## config.mk

```make
export PLATFORM = sky130hd
export DESIGN_NAME = memory_reader_flat
export DESIGN_NICKNAME = d
export VERILOG_FILES = /design/src/rtl/memory_reader_pkg.sv /design/src/rtl/memory_reader_if.sv /design/src/rtl/memory_reader_wrap_counter.sv /design/src/rtl/memory_reader.sv /design/src/flat_wrapper.sv
export SDC_FILE = /design/constraint.sdc
export NUM_CORES = 1
export LEC_CHECK = 0
export BUFFER_PORTS_ARGS = -buffer_cell sky130_fd_sc_hd__buf_4
export CORE_MARGIN = 5
export CORE_UTILIZATION = 30
export CTS_CLUSTER_SIZE = 24
export DETAILED_ROUTE_END_ITERATION = 6
export GPL_ROUTABILITY_DRIVEN = 0
export PLACE_DENSITY_LB_ADDON = 0.1
export SETUP_SLACK_MARGIN = 0.15
export SLEW_MARGIN = 15
export SYNTH_ARGS = -nofsm -noshare
export SYNTH_HDL_FRONTEND = slang
export SYNTH_SLANG_ARGS = --single-unit
```

## constraint.sdc

```tcl
create_clock -name clk -period 1.5 [get_ports clk]
set_input_delay 0.225 -clock clk [delete_from_list [all_inputs] [get_ports clk]]
set_output_delay 0.225 -clock clk [all_outputs]
set_load 0.05 [all_outputs]
```

## src/rtl/memory_reader_pkg.sv

```systemverilog
// Shared constants, FSM state type and burst-length clamp for memory_reader.
package mem_pkg;

   localparam int DATA_W    = 8;
   localparam int ADDR_W    = 2;
   localparam int DEPTH     = 4;
   localparam int MAX_BURST = 4;

   typedef enum logic [1:0] {
      IDLE,
      FETCH,
      PRESENT,
      DONE
   } state_t;

   // Requests above MAX_BURST are trimmed rather than rejected.
   function automatic logic [2:0] clamp_count(input logic [2:0] c);
      return (c > 3'(MAX_BURST)) ? 3'(MAX_BURST) : c;
   endfunction

endpackage

```

## src/rtl/memory_reader_if.sv

```systemverilog
// Command, memory-port and output-stream signals of memory_reader.
// Carries a checksum output when MEM_READER_CHECKSUM_EN is defined.
interface memory_reader_if;
   import mem_pkg::*;

   logic              start;
   logic [ADDR_W-1:0] start_addr;
   logic [2:0]        count;
   logic [ADDR_W-1:0] mem_addr;
   logic [DATA_W-1:0] mem_data;
   logic [DATA_W-1:0] out_data;
   logic              out_valid;
   logic              out_ready;
   logic              busy;
   logic              done;
`ifdef MEM_READER_CHECKSUM_EN
   logic [DATA_W-1:0] checksum;

   modport master (
      input  start, start_addr, count, mem_data, out_ready,
      output mem_addr, out_data, out_valid, busy, done, checksum
   );

   modport slave (
      output start, start_addr, count, mem_data, out_ready,
      input  mem_addr, out_data, out_valid, busy, done, checksum
   );
`else
   modport master (
      input  start, start_addr, count, mem_data, out_ready,
      output mem_addr, out_data, out_valid, busy, done
   );

   modport slave (
      output start, start_addr, count, mem_data, out_ready,
      input  mem_addr, out_data, out_valid, busy, done
   );
`endif

endinterface

```

## src/rtl/memory_reader_wrap_counter.sv

```systemverilog
// Loadable address counter that wraps modulo DEPTH; holds the current read address.
module wrap_counter
   import mem_pkg::*;
(
   input  logic              clk,
   input  logic              rst_n,
   input  logic              load,
   input  logic              inc,
   input  logic [ADDR_W-1:0] load_val,
   output logic [ADDR_W-1:0] value
);

   // NOTE: registers use non-blocking assignment so every flop samples pre-edge values.
   always_ff @(posedge clk) begin
      if (!rst_n) begin
         value <= '0;
      end else if (load) begin
         value <= load_val;
      end else if (inc) begin
         value <= (value == ADDR_W'(DEPTH - 1)) ? '0 : value + 1'b1;
      end
   end

endmodule

```

## src/rtl/memory_reader.sv

```systemverilog
// Read-side burst sequencer: walks consecutive array addresses and streams bytes out.
// Optional checksum output is enabled with MEM_READER_CHECKSUM_EN.
module memory_reader
   import mem_pkg::*;
(
   input  logic            clk,
   input  logic            rst_n,
   memory_reader_if.master bus
);

   state_t            state;
   logic [2:0]        remaining;
   logic [ADDR_W-1:0] cur_addr;
   logic [DATA_W-1:0] out_data_q;
   logic              out_valid_q;
   logic              busy_q;
   logic              done_q;
   logic              accept;
   logic              handshake;

   assign accept    = (state == IDLE) && bus.start;
   assign handshake = (state == PRESENT) && out_valid_q && bus.out_ready;

   // The address advances only between bytes, never after the last one.
   wrap_counter u_addr (
      .clk      (clk),
      .rst_n    (rst_n),
      .load     (accept),
      .inc      (handshake && (remaining != 3'd1)),
      .load_val (bus.start_addr),
      .value    (cur_addr)
   );

   assign bus.mem_addr  = cur_addr;
   assign bus.out_data  = out_data_q;
   assign bus.out_valid = out_valid_q;
   assign bus.busy      = busy_q;
   assign bus.done      = done_q;

   always_ff @(posedge clk) begin
      if (!rst_n) begin
         state       <= IDLE;
         remaining   <= '0;
         out_data_q  <= '0;
         out_valid_q <= 1'b0;
         busy_q      <= 1'b0;
         done_q      <= 1'b0;
      end else begin
         case (state)
            IDLE: begin
               if (bus.start) begin
                  remaining <= clamp_count(bus.count);
                  busy_q    <= 1'b1;
                  if (clamp_count(bus.count) == 3'd0) begin
                     state  <= DONE;
                     done_q <= 1'b1;
                  end else begin
                     state <= FETCH;
                  end
               end
            end
            FETCH: begin
               out_data_q  <= bus.mem_data;
               out_valid_q <= 1'b1;
               state       <= PRESENT;
            end
            PRESENT: begin
               if (handshake) begin
                  out_valid_q <= 1'b0;
                  remaining   <= remaining - 3'd1;
                  if (remaining == 3'd1) begin
                     state  <= DONE;
                     done_q <= 1'b1;
                  end else begin
                     state <= FETCH;
                  end
               end
            end
            DONE: begin
               done_q <= 1'b0;
               busy_q <= 1'b0;
               state  <= IDLE;
            end
            default: state <= IDLE;
         endcase
      end
   end

`ifdef MEM_READER_CHECKSUM_EN
   logic [DATA_W-1:0] checksum_q;

   always_ff @(posedge clk) begin
      if (!rst_n || accept) begin
         checksum_q <= '0;
      end else if (handshake) begin
         checksum_q <= checksum_q ^ out_data_q;
      end
   end

   assign bus.checksum = checksum_q;
`endif

endmodule
```

## src/flat_wrapper.sv

```systemverilog
// flat-port wrapper written by rule: the top's interface ports become plain ports
module memory_reader_flat import mem_pkg::*;
  (clk, rst_n, bus_start, bus_start_addr, bus_count, bus_mem_data, bus_out_ready, bus_mem_addr, bus_out_data, bus_out_valid, bus_busy, bus_done);
  memory_reader_if bus_i ();
  input  logic clk;
  input  logic rst_n;
  input wire logic [$bits(bus_i.start)-1:0] bus_start;
  input wire logic [$bits(bus_i.start_addr)-1:0] bus_start_addr;
  input wire logic [$bits(bus_i.count)-1:0] bus_count;
  input wire logic [$bits(bus_i.mem_data)-1:0] bus_mem_data;
  input wire logic [$bits(bus_i.out_ready)-1:0] bus_out_ready;
  output wire logic [$bits(bus_i.mem_addr)-1:0] bus_mem_addr;
  output wire logic [$bits(bus_i.out_data)-1:0] bus_out_data;
  output wire logic [$bits(bus_i.out_valid)-1:0] bus_out_valid;
  output wire logic [$bits(bus_i.busy)-1:0] bus_busy;
  output wire logic [$bits(bus_i.done)-1:0] bus_done;
  assign bus_i.start = bus_start;
  assign bus_i.start_addr = bus_start_addr;
  assign bus_i.count = bus_count;
  assign bus_i.mem_data = bus_mem_data;
  assign bus_i.out_ready = bus_out_ready;
  assign bus_mem_addr = bus_i.mem_addr;
  assign bus_out_data = bus_i.out_data;
  assign bus_out_valid = bus_i.out_valid;
  assign bus_busy = bus_i.busy;
  assign bus_done = bus_i.done;
  memory_reader u_core (.clk(clk), .rst_n(rst_n), .bus(bus_i));
endmodule
```

==> impl_metrics.tcl, run 1 <==
set metrics [dict create \
    dp_hpwl_mm 1.68 \
    core-area_sq_mm 0.00278 \
    ios 30 \
    htreeDepth 1 \
    nNetsFinal 155 \
    start_util_pct 31.8 \
    port_buffers 29 \
    std_cell_rows 19 \
    clock-sinks 18 \
    grt_max_degree 15 \
    hold_viol 0 \
    drc 0 \
    synth_edf_count 0 \
    finalCritPeriodShare_pct 87.6 \
    cts_tree "built" \
    fillCellCount 280 \
    p_leak_nw 0.512 \
    setup_viol 0 \
    cts_buffers 3 \
    syn2layout_area_growth_pct 38.5 \
    rsz0062_at_grt "no" \
    drt.antenna.violating_nets 0 \
    dieArea_sq_mm 0.00413 \
    cp_max_fo 5 \
    crit_type "flop to flop" \
    outcome "finished clean" \
    ctsHoldBuffers 0 \
    clockBufferDepth 2 \
    via_per_inst 5.19 \
    worst_setup_path_end_kind "flop" \
    grt_pass1_vias 799 \
    overflow 0 \
    clk_latency_ns 0.30 \
    synth_area_sq_um 885 \
    insertedDiodeCount 0 \
    relSlewSlack_pct 67.5 \
    slew_violations 0 \
    clkTransAtPathRegs_ns 0.11 \
    cp.arrival_ns 1.52 \
    peakVddDrop_mv 0.773 \
    worstPathRequired_ns 1.70 \
    num_vias 857 \
    multi_input_area_sq_um 518 \
    hp-class "input port to flop" \
    postRouteWirelength_mm 2.42 \
    seqCellArea_sq_um 372 \
    async_flop_share_pct 0 \
    ys.flop_type "dfxtp_1" \
    syn_avg_cell_area_sq_um 8.59 \
    drv_cap 0 \
    wl_per_cell_um 14.6 \
    drt_iter0_drc 26 \
    yosysWarnings 0 \
    drtPass1Iterations 5 \
    dieWidth_um 64.3 \
    antenna_found_initial 0 \
    ys_types 35 \
    max_freq_ghz 0.761 \
    setup_tns_ns 0 \
    finalCriticalPeriod_ns 1.31 \
    dpl_worst_slack_ns 0.118 \
    worst_slew_pin_slew_ns 0.486 \
    power.density_mw_per_mm2 989 \
    ys_ff_latch 18 \
    critPathLaunchType "flop" \
    track_usage_pct 11.2 \
    die_h_um 64.3 \
    synth_cells 103 \
    setup_ws_ns 0.185 \
    seq_area_frac_synth_pct 40.7 \
    synth_fp_nets 123 \
    grt_pass1_wl_mm 3.70 \
    cts_root_buf "clkbuf_4" \
    final_core_util_pct 44.0 \
    drive_above_1_share_pct 40.3 \
    finClkSkew_ns 0.00599 \
]
-- kinds of logic after synthesis --
group / count (synthesis) / share of synthesized area, %
AOI/OAI and AO/OA: 27 / 22.2
buffers and inverters: 11 / 5.80
and+or+nand+nor: 44 / 27.0
adders and majority gates: 3 / 4.24
DFF: 18 / 40.7
-- flip-flops by register name, summed over array words and instances (netlist names) --
name	cells
u_core.u_addr.value	2
u_core.remaining	3
u_core.bus.done	1
u_core.bus.out_valid	1
u_core.bus.out_data	8
u_core.bus.busy	1
u_core.state	2
-- per-layer routing --
layer | vias to the layer above | part of all wire [%] | global-route usage [%]
met4 | 0 | 1.1 | 3.82
met1 | 395 | 43 | 14.1
li1 | 431 | - | -
met3 | 5 | 6.3 | 4.20
met2 | 26 | 49 | 17.4
met5 | - | 0 | 0
-- worst max-delay path, stage by stage (launching register included) --
cell	delay, ns
dfxtp_2	0.34
inv_2	0.08
ha_2	0.20
nand2b_4	0.08
a41o_1	0.28
o221a_1	0.24
-- power by group --
| group | leakage (nW) | switching [mW] | internal (mW) |
|---|---|---|---|
| Sequential | 0.150 | 0.0370 | 0.518 |
| Combinational | 0.340 | 0.204 | 0.148 |
| Clock | 0.0210 | 0.157 | 0.148 |
-- placed cells by master (no fill, tap or decap), types with 2 or more instances in the layout --
master and count:
buf_4 31, nand2_1 17, a21oi_1 11, dfxtp_1 11, dfxtp_2 6, nor2_1 5, nand2b_1 4, inv_2 3
inv_1 3, clkbuf_4 3, and2b_1 2, a41oi_1 2, nand3_1 2, and2_1 2, o311a_1 2, o221a_1 2
-- stage by stage --
stage	total power, mW	instance area [sq um]	hold slack (ns)	cells
6_report	1.21	1220	0.122	165
2_1_floorplan	0.775	888	0.313	103
3_5_place_dp	0.886	1130	0.440	160
3_3_place_gp	0.882	1130	0.439	160
5_1_grt	1.29	1220	0.106	165
4_1_cts	1.20	1170	0.109	164
-- final timing paths --
path | depth (start not counted) | end | from | slack, ns
worst min register to register | 2 | u_core.bus.out_data[6]$_SDFFE_PN0P_ | u_core.bus.out_data[6]$_SDFFE_PN0P_ | 0.46
worst max register to register | 5 | u_core.u_addr.value[1]$_SDFFE_PN0P_ | u_core.remaining[1]$_SDFFE_PN0P_ | 0.19
worst min-delay path | 2 | u_core.bus.out_valid$_SDFFE_PN0P_ | bus_out_ready | 0.12
worst max-delay path | 5 | u_core.u_addr.value[1]$_SDFFE_PN0P_ | u_core.remaining[1]$_SDFFE_PN0P_ | 0.19
-- layout make-up --
class,instances,area share (%)
multi-input combinational,74,42.3
timing repair buffer,32,19.4
clock buffer,4,2.96
sequential,18,30.3
tap,31,3.17
inverter,6,1.84
-- synthesized netlist by cell type (2+ instances only) --
| cell type | number | share of area (%) |
|---|---|---|
| a21oi_1 | 11 | 6.2 |
| a32oi_1 | 2 | 2.0 |
| a41oi_1 | 2 | 2.0 |
| and2_1 | 2 | 1.4 |
| and2b_1 | 2 | 1.7 |
| buf_2 | 2 | 1.1 |
| clkbuf_1 | 2 | 0.85 |
| dfxtp_1 | 18 | 41 |
| ha_1 | 3 | 4.2 |
| inv_1 | 5 | 2.1 |
| nand2_1 | 17 | 7.2 |
| nand2b_1 | 5 | 3.5 |
| nand3_1 | 2 | 1.1 |
| nor2_1 | 5 | 2.1 |
| o221a_1 | 2 | 2.5 |
| o221ai_1 | 2 | 2.0 |
| o311a_1 | 2 | 2.3 |
| or3b_1 | 2 | 2.0 |
-- what timing repair did --
action	CTS	global route
buffers inserted	0	1
setup endpoints to repair	4	7
gates cloned	0	0
pin swaps	0	4
resized for setup	2	12
hold endpoints to repair	0	0
Note: power is estimated with default switching activity, not from simulation.
==> run 2: changes to the inputs <==
CORE_UTILIZATION = 43   (was 30)
==> impl_metrics.tcl, run 2 (same netlist as run 1, synthesis figures left out) <==
set metrics [dict create \
    outcome "finished clean" \
    holdWs_ns 0.148 \
    cts_buffers 3 \
    worst_slew_pin_slew_ns 0.442 \
    hp-class "input port to flop" \
    final_cell_mix "buf_4, nand2_1, a21oi_1, dfxtp_1" \
    setup_viol 0 \
    grt_max_degree 17 \
    drc 0 \
    max_freq_ghz 0.756 \
    clockBufferDepth 2 \
    rsz0062_at_grt "yes" \
    cp_max_fo 3 \
    power_frac_seq_pct 47.1 \
    setup_tns_ns 0 \
    insertedDiodeCount 0 \
    drt.antenna.violating_nets 0 \
    power.density_mw_per_mm2 976 \
    setup_ws_ns 0.177 \
    fillCellCount 190 \
    drtPass1Iterations 4 \
    grt_pass1_wl_mm 3.49 \
    dieArea_sq_mm 0.00306 \
    postRouteWirelength_mm 2.15 \
    ctsHoldBuffers 0 \
    clk_latency_ns 0.29 \
    p_leak_nw 0.512 \
    crit_type "flop to flop" \
    p_comb_share_pct 28.2 \
    dieWidth_um 55.4 \
    clkPwrFrac_pct 24.8 \
    wl_per_cell_um 13.3 \
    worstPathRequired_ns 1.73 \
    largest_register_ffs 8 \
    drt_iter0_drc 21 \
    htreeDepth 1 \
    num_vias 870 \
    overflow 0 \
    cp.arrival_ns 1.56 \
    via_per_inst 5.37 \
    final_common_cell "buf_4" \
    finalCritPeriodShare_pct 88.2 \
    cts_root_buf "clkbuf_4" \
    nNetsFinal 156 \
    internal_power_uw 804 \
    start_util_pct 45.1 \
    p_sw_uw 376 \
    relSlewSlack_pct 70.5 \
    finClkSkew_ns 0.00318 \
    finalCriticalPeriod_ns 1.32 \
    drv_cap 0 \
    dp_hpwl_mm 1.64 \
    std_cell_rows 16 \
    switching_share_pct 31.9 \
    hold_viol 0 \
    ios 30 \
    critPathLaunchType "flop" \
    dpl_worst_slack_ns 0.117 \
    clock-sinks 18 \
    cts_tree "built" \
    clkTransAtPathRegs_ns 0.10 \
    worst_setup_path_end_kind "flop" \
    port_buffers 29 \
    slew_violations 0 \
    die_h_um 55.4 \
    peakVddDrop_mv 0.616 \
    core-area_sq_mm 0.00196 \
    power_mw 1.18 \
    drive_above_1_share_pct 37.8 \
    track_usage_pct 13.6 \
    syn2layout_area_growth_pct 36.8 \
    antenna_found_initial 0 \
    grt_pass1_vias 774 \
]
## run 2: final timing paths
path / from / to / slack [ns] / cells after the start
setup / recovery: u_core.remaining[0]$_SDFFE_PN0P_ / u_core.remaining[1]$_SDFFE_PN0P_ / 0.18 / 5
hold / removal: bus_out_ready / u_core.bus.out_valid$_SDFFE_PN0P_ / 0.15 / 2
setup reg to reg: u_core.remaining[0]$_SDFFE_PN0P_ / u_core.remaining[1]$_SDFFE_PN0P_ / 0.18 / 5
hold reg to reg: u_core.bus.out_data[6]$_SDFFE_PN0P_ / u_core.bus.out_data[6]$_SDFFE_PN0P_ / 0.46 / 2
## run 2: critical path: stages (launching register included)
cell and delay (ns):
dfxtp_4 0.37, inv_2 0.05, ha_4 0.22, or3b_1 0.38
o221ai_2 0.07, o311a_1 0.18
## run 2: routing by layer
layer  up-vias  share of wire (%)  global-route usage (%)
met5         -                  0                       0
met4         0               0.46                    4.17
met3         2                5.0                    3.26
met2        22                 48                    22.1
met1       408                 47                    17.6
li1        438                  -                       -
## run 2: area by class of cell
cell class              instances  area, sq um  area share, %
multi-input cells              74          493           40.7
clock buffers                   4         36.3           3.00
flip-flops and latches         18          377           31.1
repair buffers                 33          248           20.5
well taps                      27         33.8           2.79
inverters                       6         22.5           1.86
## run 2: repair_timing
item,in CTS,in global routing
setup endpoints to repair,7,4
buffers inserted,0,3
endpoints found under the hold margin,0,0
cloned,0,0
gates resized for setup,4,7
pin swaps,1,4
## run 2: power by group through the flow
stage / Combinational [mW] / Sequential [mW] / Clock [mW]
2_1_floorplan: 0.139 / 0.636 / 0
3_3_place_gp: 0.311 / 0.564 / 0
3_5_place_dp: 0.313 / 0.567 / 0
4_1_cts: 0.314 / 0.557 / 0.307
5_1_grt: 0.361 / 0.564 / 0.332
6_report: 0.332 / 0.555 / 0.293
## run 2: stage by stage
| stage | area [sq um] | instances | utilization (%) |
|---|---|---|---|
| 4_1_cts | 1160 | 159 | 59.1 |
| 2_1_floorplan | 888 | 103 | - |
| 5_1_grt | 1210 | 162 | 61.7 |
| 3_3_place_gp | 1120 | 155 | 57.0 |
| 3_5_place_dp | 1120 | 155 | 57.0 |
| 6_report | 1210 | 162 | 61.7 |
